## src/rtl/servo_move_sequencer.sv

```systemverilog
// servo_move_sequencer
//   Wishbone slave that queues servo move commands in a FIFO and executes them
//   one at a time: each move ramps one pulse-width channel toward its target at
//   a programmable rate per tick, then holds for a number of ticks.
//
// Ports
//   clk, rst      clock; asynchronous active-low reset
//   wb_*          Wishbone slave (registered ack, one wait state; [5:2] decoded)
//   pw_o          8 x 16-bit pulse widths in us, channel n = pw_o[16n+15:16n]
//   busy_o        FSM not idle or FIFO not empty
//   irq_o         CTRL.irq_en & STATUS.done
//
// Build option
//   SERVO_LIMIT_EN  clamp targets into [PW_MIN, PW_MAX] at load, STATUS[5] sticky
module servo_move_sequencer #(
  parameter int unsigned FIFO_DEPTH = 8,
  parameter int unsigned STEP_DIV   = 100000,
  parameter int unsigned PW_RESET   = 1500,
  parameter int unsigned PW_MIN     = 500,
  parameter int unsigned PW_MAX     = 2500
) (
  input  logic         clk,
  input  logic         rst,
  input  logic [31:0]  wb_adr_i,
  input  logic [31:0]  wb_dat_i,
  output logic [31:0]  wb_dat_o,
  input  logic [3:0]   wb_sel_i,
  input  logic         wb_we_i,
  input  logic         wb_stb_i,
  input  logic         wb_cyc_i,
  output logic         wb_ack_o,
  output logic [127:0] pw_o,
  output logic         busy_o,
  output logic         irq_o
);

  localparam int unsigned AW  = $clog2(FIFO_DEPTH);
  localparam int unsigned CW  = AW + 1;
  localparam int unsigned TW  = $clog2(STEP_DIV);
  localparam int unsigned NCH = 8;

  localparam logic [3:0] A_CMD    = 4'h0;
  localparam logic [3:0] A_STATUS = 4'h1;
  localparam logic [3:0] A_CTRL   = 4'h2;
  localparam logic [3:0] A_RATE   = 4'h3;

  typedef enum logic [1:0] {
    S_IDLE = 2'd0,
    S_LOAD = 2'd1,
    S_RAMP = 2'd2,
    S_HOLD = 2'd3
  } state_e;

  state_e               state_q, state_d;
  logic                 ack_q, ack_d;
  logic [31:0]          dat_q, dat_d;
  logic [31:0]          fifo_q [FIFO_DEPTH];
  logic [31:0]          fifo_d [FIFO_DEPTH];
  logic [AW-1:0]        wr_ptr_q, wr_ptr_d;
  logic [AW-1:0]        rd_ptr_q, rd_ptr_d;
  logic [CW-1:0]        count_q, count_d;
  logic                 enable_q, enable_d;
  logic                 irq_en_q, irq_en_d;
  logic [15:0]          rate_q, rate_d;
  logic                 ovf_q, ovf_d;
  logic                 done_q, done_d;
  logic [NCH-1:0][15:0] pw_q, pw_d;
  logic [2:0]           cur_servo_q, cur_servo_d;
  logic [15:0]          cur_target_q, cur_target_d;
  logic [12:0]          hold_cnt_q, hold_cnt_d;
  logic [TW-1:0]        presc_q, presc_d;
  logic                 busy_q, busy_d;
  logic                 irq_q, irq_d;
`ifdef SERVO_LIMIT_EN
  logic                 clamped_q, clamped_d;
  logic                 clamp_hit;
`endif

  logic [3:0]  reg_idx;
  logic        acc, wr_acc, rd_acc;
  logic        tick, full, empty;
  logic        flush, push_req, push_ok, pop, done_set;
  logic [31:0] head;
  logic [15:0] load_target;
  logic [15:0] cur_pw, diff, step, next_pw;
  logic        ramp_up;
  logic [31:0] status, rdata;
  logic        unused_ok;

  // Bus decode: an access is taken on the cycle that raises ack
  assign reg_idx  = wb_adr_i[5:2];
  assign acc      = wb_stb_i & wb_cyc_i & ~ack_q;
  assign wr_acc   = acc & wb_we_i;
  assign rd_acc   = acc & ~wb_we_i;

  assign tick     = (presc_q == TW'(STEP_DIV - 1));
  assign full     = (count_q == CW'(FIFO_DEPTH));
  assign empty    = (count_q == '0);

  // Flush wins over any push; a full FIFO still accepts a push while popping
  assign flush    = wr_acc & (reg_idx == A_CTRL) & wb_dat_i[1];
  assign push_req = wr_acc & (reg_idx == A_CMD) & ~flush;
  assign pop      = (state_q == S_LOAD) & ~flush;
  assign push_ok  = push_req & (~full | pop);
  assign done_set = (state_q == S_HOLD) & enable_q & (hold_cnt_q == '0) & empty & ~flush;

  assign unused_ok = ^{wb_sel_i, wb_adr_i[31:6], wb_adr_i[1:0]
`ifndef SERVO_LIMIT_EN
                       , 16'(PW_MIN), 16'(PW_MAX)
`endif
                      };

  // Head-of-queue target, optionally clamped into the legal servo range
  always_comb begin
    head        = fifo_q[rd_ptr_q];
    load_target = head[15:0];
`ifdef SERVO_LIMIT_EN
    clamp_hit   = 1'b0;
    if (head[15:0] < 16'(PW_MIN)) begin
      load_target = 16'(PW_MIN);
      clamp_hit   = 1'b1;
    end else if (head[15:0] > 16'(PW_MAX)) begin
      load_target = 16'(PW_MAX);
      clamp_hit   = 1'b1;
    end
`endif
  end

  // Saturated ramp step for the active channel; RATE=0 jumps to target
  always_comb begin
    cur_pw  = pw_q[cur_servo_q];
    ramp_up = (cur_target_q > cur_pw);
    diff    = ramp_up ? (cur_target_q - cur_pw) : (cur_pw - cur_target_q);
    step    = ((rate_q == 16'd0) || (rate_q >= diff)) ? diff : rate_q;
    next_pw = ramp_up ? (cur_pw + step) : (cur_pw - step);
  end

  // Status word and read mux
  always_comb begin
    status        = '0;
    status[0]     = (state_q != S_IDLE) | ~empty;
    status[1]     = full;
    status[2]     = empty;
    status[3]     = ovf_q;
    status[4]     = done_q;
`ifdef SERVO_LIMIT_EN
    status[5]     = clamped_q;
`endif
    status[11:8]  = 4'(count_q);

    rdata = '0;
    case (reg_idx)
      A_STATUS: rdata = status;
      A_CTRL:   rdata = {29'd0, irq_en_q, 1'b0, enable_q};
      A_RATE:   rdata = {16'd0, rate_q};
      default:  if (reg_idx[3]) rdata = {16'd0, pw_q[reg_idx[2:0]]};
    endcase
  end

  // Next-state: bus registers, FIFO, sequencer FSM, registered outputs
  always_comb begin
    state_d      = state_q;
    ack_d        = acc;
    dat_d        = rd_acc ? rdata : 32'd0;
    fifo_d       = fifo_q;
    wr_ptr_d     = wr_ptr_q;
    rd_ptr_d     = rd_ptr_q;
    count_d      = count_q;
    enable_d     = enable_q;
    irq_en_d     = irq_en_q;
    rate_d       = rate_q;
    ovf_d        = ovf_q;
    done_d       = done_q;
    pw_d         = pw_q;
    cur_servo_d  = cur_servo_q;
    cur_target_d = cur_target_q;
    hold_cnt_d   = hold_cnt_q;
    presc_d      = tick ? '0 : presc_q + TW'(1);
`ifdef SERVO_LIMIT_EN
    clamped_d    = clamped_q;
`endif

    // Register writes
    if (wr_acc) begin
      case (reg_idx)
        A_STATUS: begin
          if (wb_dat_i[3]) ovf_d  = 1'b0;
          if (wb_dat_i[4]) done_d = 1'b0;
`ifdef SERVO_LIMIT_EN
          if (wb_dat_i[5]) clamped_d = 1'b0;
`endif
        end
        A_CTRL: begin
          enable_d = wb_dat_i[0];
          irq_en_d = wb_dat_i[2];
        end
        A_RATE:  rate_d = wb_dat_i[15:0];
        default: ;
      endcase
    end

    // Command FIFO
    if (flush) begin
      wr_ptr_d = '0;
      rd_ptr_d = '0;
      count_d  = '0;
    end else begin
      if (push_req & ~push_ok) ovf_d = 1'b1;
      if (push_ok) begin
        fifo_d[wr_ptr_q] = wb_dat_i;
        wr_ptr_d         = wr_ptr_q + AW'(1);
      end
      if (pop) rd_ptr_d = rd_ptr_q + AW'(1);
      count_d = count_q + CW'(push_ok) - CW'(pop);
    end

    // Sequencer; RAMP and HOLD are frozen while disabled
    case (state_q)
      S_IDLE: if (enable_q && !empty) state_d = S_LOAD;
      S_LOAD: begin
        cur_servo_d  = head[31:29];
        hold_cnt_d   = head[28:16];
        cur_target_d = load_target;
`ifdef SERVO_LIMIT_EN
        if (clamp_hit) clamped_d = 1'b1;
`endif
        state_d      = S_RAMP;
      end
      S_RAMP: if (enable_q) begin
        if (cur_pw == cur_target_q) state_d = S_HOLD;
        else if (tick)              pw_d[cur_servo_q] = next_pw;
      end
      S_HOLD: if (enable_q) begin
        if (hold_cnt_q == '0) state_d = empty ? S_IDLE : S_LOAD;
        else if (tick)        hold_cnt_d = hold_cnt_q - 13'd1;
      end
      default: state_d = S_IDLE;
    endcase

    if (done_set) done_d = 1'b1;
    if (flush) begin
      state_d = S_IDLE;
      pw_d    = pw_q;
    end

    busy_d = (state_d != S_IDLE) | (count_d != '0);
    irq_d  = irq_en_d & done_d;
  end

  // State register
  always_ff @(posedge clk or negedge rst) begin
    if (!rst) begin
      state_q      <= S_IDLE;
      ack_q        <= 1'b0;
      dat_q        <= '0;
      fifo_q       <= '{default: '0};
      wr_ptr_q     <= '0;
      rd_ptr_q     <= '0;
      count_q      <= '0;
      enable_q     <= 1'b0;
      irq_en_q     <= 1'b0;
      rate_q       <= '0;
      ovf_q        <= 1'b0;
      done_q       <= 1'b0;
      pw_q         <= {NCH{16'(PW_RESET)}};
      cur_servo_q  <= '0;
      cur_target_q <= '0;
      hold_cnt_q   <= '0;
      presc_q      <= '0;
      busy_q       <= 1'b0;
      irq_q        <= 1'b0;
`ifdef SERVO_LIMIT_EN
      clamped_q    <= 1'b0;
`endif
    end else begin
      state_q      <= state_d;
      ack_q        <= ack_d;
      dat_q        <= dat_d;
      fifo_q       <= fifo_d;
      wr_ptr_q     <= wr_ptr_d;
      rd_ptr_q     <= rd_ptr_d;
      count_q      <= count_d;
      enable_q     <= enable_d;
      irq_en_q     <= irq_en_d;
      rate_q       <= rate_d;
      ovf_q        <= ovf_d;
      done_q       <= done_d;
      pw_q         <= pw_d;
      cur_servo_q  <= cur_servo_d;
      cur_target_q <= cur_target_d;
      hold_cnt_q   <= hold_cnt_d;
      presc_q      <= presc_d;
      busy_q       <= busy_d;
      irq_q        <= irq_d;
`ifdef SERVO_LIMIT_EN
      clamped_q    <= clamped_d;
`endif
    end
  end

  assign wb_ack_o = ack_q;
  assign wb_dat_o = dat_q;
  assign pw_o     = pw_q;
  assign busy_o   = busy_q;
  assign irq_o    = irq_q;

endmodule

```

## config.mk

```make
export PLATFORM = sky130hd
export DESIGN_NAME = servo_move_sequencer
export DESIGN_NICKNAME = d
export VERILOG_FILES = /design/src/rtl/servo_move_sequencer.sv
export SDC_FILE = /design/constraint.sdc
export NUM_CORES = 1
export LEC_CHECK = 0
export CORE_MARGIN = 3
export CORE_UTILIZATION = 53
export CTS_CLUSTER_SIZE = 16
export DETAILED_ROUTE_END_ITERATION = 7
export PLACE_DENSITY = 0.77
export SYNTH_ARGS = -nofsm -noshare
export SYNTH_HDL_FRONTEND = slang
export SYNTH_SLANG_ARGS = --single-unit
```

## constraint.sdc

```tcl
create_clock -name clk -period 9.3 [get_ports clk]
set_input_delay 1.86 -clock clk [delete_from_list [all_inputs] [get_ports clk]]
set_output_delay 1.86 -clock clk [all_outputs]
set_load 0.02 [all_outputs]
```

==> flow_metrics.env <==
export IMPL_stdcell_count=3055
export IMPL_cp_slowest_stage_delay_ns=0.52
export IMPL_tritoncts="done"
export IMPL_ys_types=85
export IMPL_start_util=0.540
export IMPL_synth_top_area_frac=0.414
export IMPL_leakagePower_nw=13.8
export IMPL_cts_buffer_depth=3
export IMPL_hpwl_mm=49.0
export IMPL_numCtsBuffers=50
export IMPL_synthCells=2226
export IMPL_antenna_found_initial=2
export IMPL_wl_per_cell_um=23.2
export IMPL_clock_fmax_mhz=112
export IMPL_crit_family="compound AO/OA/AOI/OAI gates"
export IMPL_grt_first_pass_wirelength_mm=110
export IMPL_num_rows=80
export IMPL_diodes=0
export IMPL_worstMarginPinSlew_ns=1.22
export IMPL_final_common_cell="dfrtp_1"
export IMPL_setup_viol=0
export IMPL_setup_tns_ns=0
export IMPL_holdWs_ns=0.484
export IMPL_areaGrowthSynthToFinish_pct=17.2
export IMPL_coreArea_um2=47900
export IMPL_io_pins=236
export IMPL_skew_ns=0.0397
export IMPL_grt_pass1_vias=19200
export IMPL_grt_start_max_net_pins=161
export IMPL_drive_above_1_share=0.282
export IMPL_synth_warning_count=0
export IMPL_antenna_left=0
export IMPL_yosysTopAreaCell="dfrtp_1"
export IMPL_ir_drop_mv=0.173
export IMPL_crit_path_start_kind="register"
export IMPL_fin_nets=2549
export IMPL_fin_crit_ns=8.91
export IMPL_synth_ff_type="dfrtp_1"
export IMPL_portBuffers=187
export IMPL_avgViaCountPerCell=6.28
export IMPL_clkSlewWorstSetupHoldPaths_ns=0.06
export IMPL_track_usage=0.274
export IMPL_yosysSeqAreaShare=0.471
export IMPL_slew_headroom=0.184
export IMPL_fill_cells=3589
export IMPL_vias=19200
export IMPL_drt_iter0_drc=1689
export IMPL_final_area_um2=30300
export IMPL_gp_congestion=0.963
export IMPL_final_cell_mix="dfrtp_1, mux2_2, nand2_1"
export IMPL_place_area_um2=28500
export IMPL_r2r_slack_ns=0.39
export IMPL_finalHoldViolCount=0
export IMPL_cp_required_ns=9.76
export IMPL_netlist_area_um2=25900
export IMPL_dp_cells=2959
export IMPL_worstSetupPathType="register to register"
export IMPL_syn_mean_instance_area_um2=11.6
export IMPL_die_width_um=227
export IMPL_cts_sinks=484
export IMPL_cp_max_fo=11
export IMPL_worst_path_max_delay_cell="xor3_2"
export IMPL_insertion_delay_ns=0.61
export IMPL_die_area_um2=51500
export IMPL_h_tree_depth=2
export IMPL_critPathBufInv=5
export IMPL_die_h_um=227
export IMPL_status="finished clean"
export IMPL_cp_data_arrival_time_ns=9.36
export IMPL_ys_top_cells_by_area="dfrtp_1, mux2_2, mux4_2"
export IMPL_min_period_over_period=0.958
export IMPL_synthArstFlopShare=1.00
export IMPL_routed_wirelength_mm=71.0
export IMPL_grt_overflow=0
export IMPL_synth_edf_count=0
export IMPL_cellPowerDensity_nw_per_um2=223
export IMPL_firstDrtPassIters=8
export IMPL_crit_path_end_kind="register"
export IMPL_maxCapViolations=0
export IMPL_holdCritPathClass="register to register"
export IMPL_drv_slew=0
export IMPL_clockRootBuffer="clkbuf_16"
export IMPL_ys_ff_latch=484
export IMPL_drc_errors=0
## final cells by class
class                           instances  area [µm²]  area share
Tap cell                              615         769      0.0254
Inverter                               66         248     0.00817
Timing Repair Buffer                  269        2520      0.0831
Clock buffer                           72        1440      0.0476
Sequential cell                       484       12200       0.402
Clock inverter                         19         220     0.00726
Multi-Input combinational cell       1530       12900       0.427
## where the power goes
part / leakage, nW / switching, mW / internal, mW
clock network: 0.823 / 0.841 / 1.17
registers: 6.44 / 0.147 / 2.20
logic: 6.51 / 1.43 / 0.990
total: 13.8 / 2.41 / 4.36
## path summary, 6_finish.rpt
kind	start	endpoint	cells after the start
hold / removal	wb_ack_o	wb_ack_o	1
hold reg to reg	wb_ack_o	wb_ack_o	1
setup reg to reg	cur_servo_q[1]	pw_o[47]	36
max in group asynchronous	rst	rd_ptr_q[0]	2
min in group asynchronous	rst	pw_o[89]	1
setup / recovery	cur_servo_q[1]	pw_o[47]	36
## cells by family after synthesis
logic type	count (synthesis)	share of synthesized area
compound gates	454	0.111
xor+xnor	61	0.0213
fa+ha+maj	75	0.0374
buf+inv	227	0.0368
flops	484	0.471
mux	442	0.232
other cells	1	0.000145
simple gates	482	0.0899
## state kept, by name, summed over array words and instances (netlist names), 3 cells and up
| name | cells |
|---|---|
| count_q | 4 |
| cur_servo_q | 3 |
| cur_target_q | 16 |
| fifo_q | 256 |
| hold_cnt_q | 13 |
| presc_q | 17 |
| pw_o | 128 |
| rate_q | 16 |
| rd_ptr_q | 3 |
| wb_dat_o | 16 |
| wr_ptr_q | 3 |
## worst register-to-register path: cells and delay by family, from the launching register on
kind,cells,cell delay [ns]
compound gates,13,3.08
buf+inv,5,0.73
simple gates,9,1.66
xor+xnor,3,0.95
fa+ha+maj,4,1.19
flops,1,0.49
mux,2,0.69
## per-layer routing
| metal | up-vias | track usage | routed length (µm) |
|---|---|---|---|
| met5 | - | 0 | 27 |
| met4 | 4 | 0.118 | 3110 |
| met3 | 221 | 0.0525 | 5260 |
| met2 | 855 | 0.467 | 34900 |
| met1 | 9657 | 0.345 | 27700 |
| li1 | 8445 | - | - |
## through the flow
stage                     worst slack (ns)  utilization  power [mW]
after floorplan                     0.0999            -        3.88
after global placement               0.102        0.595        4.61
after detailed placement           -0.0650        0.595        4.67
after CTS                           0.0114        0.630        6.69
after global routing               -0.0157        0.633        7.11
final                                0.394        0.633        6.77
## what timing repair did
action                                  4_1_cts  5_1_grt
hold buffers                                  0        0
pin swaps                                     0        9
endpoints found under the setup margin       12       24
buffers inserted                              0        5
gates resized for setup                       2       28
## cells in the mapped netlist, drive strengths merged (56+ instances only)
cell type	number
dfstp	56
dfrtp	428
a21oi	82
nand2	233
a22oi	75
o21ai	198
mux2	309
inv	66
nor2	75
buf	57
clkbuf	104
ha	71
mux4	96
Power figures use the tool's default switching activity.
